--- config.mk ---
export PLATFORM = sky130hd
export DESIGN_NAME = oc_detect
export DESIGN_NICKNAME = d
export VERILOG_FILES = /design/src/rtl/oc_detect.sv
export SDC_FILE = /design/constraint.sdc
export NUM_CORES = 1
export LEC_CHECK = 0
export ABC_AREA = 1
export CAP_MARGIN = 10
export CORE_ASPECT_RATIO = 2
export CORE_MARGIN = 2
export CORE_UTILIZATION = 53
export DETAILED_ROUTE_END_ITERATION = 8
export GPL_ROUTABILITY_DRIVEN = 0
export PLACE_DENSITY = 0.82
export SLEW_MARGIN = 5
export SYNTH_ARGS = -nofsm -noshare
export SYNTH_HDL_FRONTEND = slang
export SYNTH_SLANG_ARGS = --single-unit
--- constraint.sdc ---
create_clock -name clk -period 2.52 [get_ports clk]
set_input_delay 0.378 -clock clk [delete_from_list [all_inputs] [get_ports clk]]
set_output_delay 0.378 -clock clk [all_outputs]
set_load 0.02 [all_outputs]
--- src/rtl/oc_detect.sv ---
// Over-current detector: offset removal, |x| magnitude, first-order IIR low-pass,
// hysteresis comparator with sample-count debounce, and a sample-stream watchdog.
module oc_detect #(
  parameter int unsigned DW      = 12,
  parameter int unsigned SHIFT   = 3,
  parameter int unsigned TH_HI   = 1000,
  parameter int unsigned TH_LO   = 600,
  parameter int unsigned DEB_ON  = 4,
  parameter int unsigned DEB_OFF = 16,
  parameter int unsigned TIMEOUT = 50000
) (
  input  logic          clk,
  input  logic          rst_n,
  input  logic          sample_valid,
  input  logic [DW-1:0] sample,
  input  logic [DW-1:0] offset,
  output logic          over_current,
  output logic [DW-1:0] filt,
  output logic          stale
);

  localparam int unsigned AW      = DW + SHIFT;
  localparam int unsigned DEB_MAX = (DEB_ON > DEB_OFF) ? DEB_ON : DEB_OFF;
  localparam int unsigned CW      = $clog2(DEB_MAX + 1);
  localparam int unsigned WW      = $clog2(TIMEOUT + 1);

  typedef enum logic [1:0] {NORMAL, ARMING, TRIPPED, RELEASING} state_e;

  logic signed [DW:0] diff_c;
  logic [DW:0]        abs_c;
  logic [DW-1:0]      mag_c;

  logic [AW-1:0] acc_q, acc_d;
  logic [DW-1:0] filt_q, filt_d;
  logic          fv_q, fv_d;
  state_e        state_q, state_d;
  logic [CW-1:0] cnt_q, cnt_d;
  logic [CW-1:0] cnt_inc_c;
  logic          hi_c, lo_c;
  logic [WW-1:0] wdog_q, wdog_d;
  logic          stale_q, stale_d;
  logic          oc_q, oc_d;

  // Offset removal and saturated magnitude
  always_comb begin
    diff_c = $signed({1'b0, sample}) - $signed({1'b0, offset});
    abs_c  = diff_c[DW] ? $unsigned(-diff_c) : $unsigned(diff_c);
    mag_c  = abs_c[DW] ? '1 : abs_c[DW-1:0];
  end

  // IIR: acc tracks mag * 2^SHIFT, filt is the scaled-back value
  always_comb begin
    acc_d  = acc_q;
    filt_d = filt_q;
    fv_d   = sample_valid;
    if (sample_valid) begin
      acc_d  = acc_q - (acc_q >> SHIFT) + AW'(mag_c);
      filt_d = DW'(acc_d >> SHIFT);
    end
  end

  // Hysteresis/debounce FSM, evaluated once per freshly filtered sample
  always_comb begin
    state_d   = state_q;
    cnt_d     = cnt_q;
    hi_c      = (filt_q >= DW'(TH_HI));
    lo_c      = (filt_q <= DW'(TH_LO));
    cnt_inc_c = cnt_q + CW'(1);
    if (fv_q) begin
      unique case (state_q)
        NORMAL: begin
          if (hi_c) begin
            cnt_d   = CW'(1);
            state_d = (DEB_ON == 1) ? TRIPPED : ARMING;
          end
        end
        ARMING: begin
          if (hi_c) begin
            cnt_d = cnt_inc_c;
            if (cnt_inc_c == CW'(DEB_ON)) state_d = TRIPPED;
          end else begin
            cnt_d   = '0;
            state_d = NORMAL;
          end
        end
        TRIPPED: begin
          if (lo_c) begin
            cnt_d   = CW'(1);
            state_d = (DEB_OFF == 1) ? NORMAL : RELEASING;
          end
        end
        RELEASING: begin
          if (lo_c) begin
            cnt_d = cnt_inc_c;
            if (cnt_inc_c == CW'(DEB_OFF)) state_d = NORMAL;
          end else begin
            cnt_d   = '0;
            state_d = TRIPPED;
          end
        end
        default: begin
          cnt_d   = '0;
          state_d = NORMAL;
        end
      endcase
    end
  end

  // Watchdog: a strobe always wins over the terminal count
  always_comb begin
    wdog_d  = wdog_q;
    stale_d = stale_q;
    if (sample_valid) begin
      wdog_d  = '0;
      stale_d = 1'b0;
    end else if (wdog_q == WW'(TIMEOUT - 1)) begin
      stale_d = 1'b1;
    end else begin
      wdog_d = wdog_q + WW'(1);
    end
    oc_d = (state_d == TRIPPED) || (state_d == RELEASING) || stale_d;
  end

  always_ff @(posedge clk or negedge rst_n) begin
    if (!rst_n) begin
      acc_q   <= '0;
      filt_q  <= '0;
      fv_q    <= 1'b0;
      state_q <= NORMAL;
      cnt_q   <= '0;
      wdog_q  <= '0;
      stale_q <= 1'b0;
      oc_q    <= 1'b0;
    end else begin
      acc_q   <= acc_d;
      filt_q  <= filt_d;
      fv_q    <= fv_d;
      state_q <= state_d;
      cnt_q   <= cnt_d;
      wdog_q  <= wdog_d;
      stale_q <= stale_d;
      oc_q    <= oc_d;
    end
  end

  assign over_current = oc_q;
  assign filt         = filt_q;
  assign stale        = stale_q;

endmodule

==> summary.md <==
| Metric | Value |
|---|---|
| Die width | 66.9 µm |
| Status | finished, violations left |
| EDFF count, synth | 0 |
| Max_cap viols | 0 |
| Clock transition at path regs | 0.06 ns |
| Root Driver | clkbuf_16 |
| Port Buffers | 40 |
| Clk pwr share | 0.064 |
| Failing checks | negative setup slack |
| Post-DR vias/cell | 5.87 |
| Slew Viols, Final | 0 |
| Die Area | 8690 µm² |
| Top-count cell post-synth | nand2_1 |
| Site Rows | 46 |
| Worst-path fanout max | 5 |
| Reg power frac | 0.106 |
| Cells after Synth | 612 |
| Antenna cells | 0 |
| Clock skew | 0.00213 ns |
| Crit path kind | in2reg |
| DRT iter0 DRCs | 347 |
| HP Class | in2async |
| Nets@finish | slightly below 800 |
| RSZ-0062 raised after global routing | yes |
| Starting Density | 0.536 |
| M1 WL | 5070 µm |
| Hold_ws | 0.216 ns |
| Setup TNS | -16.14 ns |
| Synth Cell Area | 4200 µm² |
| Relative slew slack | 0.403 |
| Vias in the first global route | around 4500 |
| Syn Nets | 683 |
| VDD IR max | 0.00197 V |
| Final setup vio count | 15 |
| Mean post-synth cell area | between 6 and 7 µm² |
| Routed wl met3 | 905 µm |
| Post-synthesis sequential area ratio | 0.244 |
| Max layer used | met4 |
| Tmin final | 3.85 ns |
| Largest net degree at the start of global routing | 42 |
| Setup WS post-layout | -1.33 ns |
| Pwr/cell area | 1630 nW/µm² |
| Yosys reg bits | ~40 |
| Core area | 7830 µm² |
| Switching Share | 0.493 |
| Post-synthesis async set-or-reset flop share | 1.00 |
| Share of post-route cells with drive strength above 1 | 0.348 |
| Post-route ant nets | 0 |
| Layout area overhead | 43.6% |
| Synth warn | 0 |
| Met2 WL | 6770 µm |
| Worst R2R End | acc_q[11] |
| Reg2Reg Depth | 11 |
| CP required | between 2 and 3 ns |
| Pre-CTS setup slack | -1.99 ns |
| CTS tree | done |
| Worst-Skew Late Latency | 0.28 ns |
| Overall routed net length | 13300 µm |
| Top cell type's share of synthesized area | 0.244 |
| Detail Placement HPWL | ~8000 µm |
| Die H | roughly 130 µm |
| Total Power | ~10 mW |
| Pre-antenna DRT Iters | 5 |
| Switching power total | ~4.8 mW |
| Final Hold Vio Count | 0 |
| DRC violations left | 0 |
| Combinational share of power | 0.830 |
| Peak Freq | 260 MHz |
| Total gr overflow | 0 |
| Static leakage | 2.90 nW |
| Arrival @ worst endpoint | roughly 4 ns |
| H-tree Lvls | 2 |
| WL per Instance | 16.4 µm |
| CP Capture Type | register |
| Distinct cells, synth | between 40 and 50 |
| Total track usage | 0.287 |
| CTS Hold Bufs | 0 |
| Tcrit/Tclk final | 1.53 |
| Yosys top cell by area | dfrtp_1 |
| Cts bufs inserted | 5 |
| Bufs on Longest Clock Path | 2 |
| # IOs | 41 |
| Most instantiated cells after synthesis | nand2_1, inv_1, nand3_1 |
| Via Count | 4778 |
| Most common flop cell mapped by yosys | dfrtp_1 |
| Int Power | 4.97 mW |
| Area contributors post-synth | dfrtp_1, nand2_1, ha_1 |
| Flop-to-flop setup slack | about 0.060 ns |
| Initial antenna violation count | 0 |
| Tightest Pin Transition | 0.895 ns |
| Critical Path Source Type | input port |
| First-pass GRT wire length | 19900 µm |
| Worst r2r src | acc_q[8] |
| Clk sinks | 41 |
[cell families after synthesis]
logic type,share of synthesized area
and+or+nand+nor,0.333
buffers and inverters,0.119
adders and majority gates,0.154
xor gates and xnor gates,0.0292
AOI/OAI and AO/OA,0.117
muxes,0.00239
DFF,0.244
[power by group through the flow]
stage / Combinational (mW) / Sequential (mW) / Clock [mW]
final: 8.14 / 1.04 / 0.632
after CTS: 7.03 / 1.03 / 0.630
after global placement: 6.03 / 1.04 / 0
after global routing: 8.67 / 1.05 / 0.660
after floorplan: 4.36 / 0.973 / 0
after detailed placement: 6.19 / 1.04 / 0
[how the worst max path moves through the flow]
stage,startpoint,cells after the start,end
3_5_place_dp,sample[0],22,acc_q[14]
5_1_grt,sample[0],25,acc_q[11]
3_3_place_gp,sample[0],22,acc_q[14]
6_report,sample[0],25,acc_q[11]
2_1_floorplan,sample[0],23,acc_q[9]
4_1_cts,sample[0],24,acc_q[14]
[layout by cell type (no fill, tap or decap), types with 3 or more instances in the layout]
cell type / synthesis / layout
a21o_1: 3 / 3
a21oi_1: 30 / 16
a21oi_2: 1 / 12
a21oi_4: 1 / 4
a31oi_1: 4 / 4
buf_4: 12 / 69
buf_6: 1 / 6
clkbuf_16: 0 / 5
clkdlybuf4s50_1: 0 / 19
dfrtp_1: 41 / 41
dlygate4sd2_1: 0 / 12
dlymetal6s2s_1: 0 / 4
fa_1: 13 / 10
fa_2: 0 / 3
ha_1: 31 / 10
ha_4: 0 / 20
inv_1: 100 / 78
inv_2: 2 / 22
nand2_1: 152 / 110
nand2_2: 10 / 43
nand2_4: 1 / 10
nand3_1: 51 / 40
nand3_2: 2 / 12
nand3_4: 2 / 4
nand3b_1: 5 / 5
nand4_1: 8 / 8
nor2_1: 47 / 37
nor2_2: 1 / 6
nor2_4: 5 / 10
nor3_1: 16 / 12
nor3_2: 0 / 3
o211ai_1: 3 / 3
o21ai_0: 36 / 27
o21ai_1: 1 / 7
o21ai_2: 1 / 4
xnor2_1: 8 / 7
xor2_1: 6 / 5
[sequential cells by signal (all words and copies together), names as in the netlist]
name	flops
state_q	2
over_current	1
cnt_q	5
acc_q	15
wdog_q	16
stale	1
fv_q	1
[routing by layer]
| layer | vias up | global-route usage |
|---|---|---|
| met3 | 71 | 0.0431 |
| li1 | 2183 | - |
| met2 | 274 | 0.500 |
| met1 | 2250 | 0.352 |
| met5 | - | 0 |
| met4 | 0 | 0.104 |
[metrics by stage]
| stage | cells | cell area, µm² | util |
|---|---|---|---|
| global placement | 784 | 5190 | 0.663 |
| detailed placement | 784 | 5190 | 0.663 |
| CTS | 806 | 5810 | 0.742 |
| global route | 814 | 6030 | 0.770 |
| finish | 814 | 6030 | 0.770 |
| floorplan | 612 | 4380 | - |
[critical path: stages]
cell and delay, ns:
buf_8 0.08, inv_8 0.03, ha_4 0.15, fa_2 0.55
ha_2 0.19, inv_2 0.05, nor2_4 0.08, nand2_2 0.08
nor2_4 0.13, nand3_4 0.10, nor2_4 0.15, nand3_4 0.14
inv_4 0.10, nor2_2 0.04, fa_1 0.55, inv_2 0.05
ha_4 0.29, nand2_2 0.07, buf_4 0.13, nor2_1 0.22
nand3_2 0.15, nand3_1 0.11, nand2_1 0.05, nand3_1 0.05
o21ai_0 0.08
[cell type report]
| class | instances | area [µm²] |
|---|---|---|
| Clock buffer | 7 | 143 |
| Timing Repair Buffer | 115 | 981 |
| Inverter | 102 | 393 |
| Multi-Input combinational cell | 453 | 3370 |
| Fill cell | 503 | 1800 |
| Sequential cell | 41 | 1030 |
| Tap cell | 96 | 120 |
[timing repair]
| action | 4_1_cts | 5_1_grt |
|---|---|---|
| setup buffers | 14 | 8 |
| pin swaps | 67 | 64 |
| cloned | 1 | 0 |
| endpoints found under the setup margin | 15 | 15 |
| resized for setup | 117 | 57 |
Note: power is estimated with default switching activity, not from simulation.
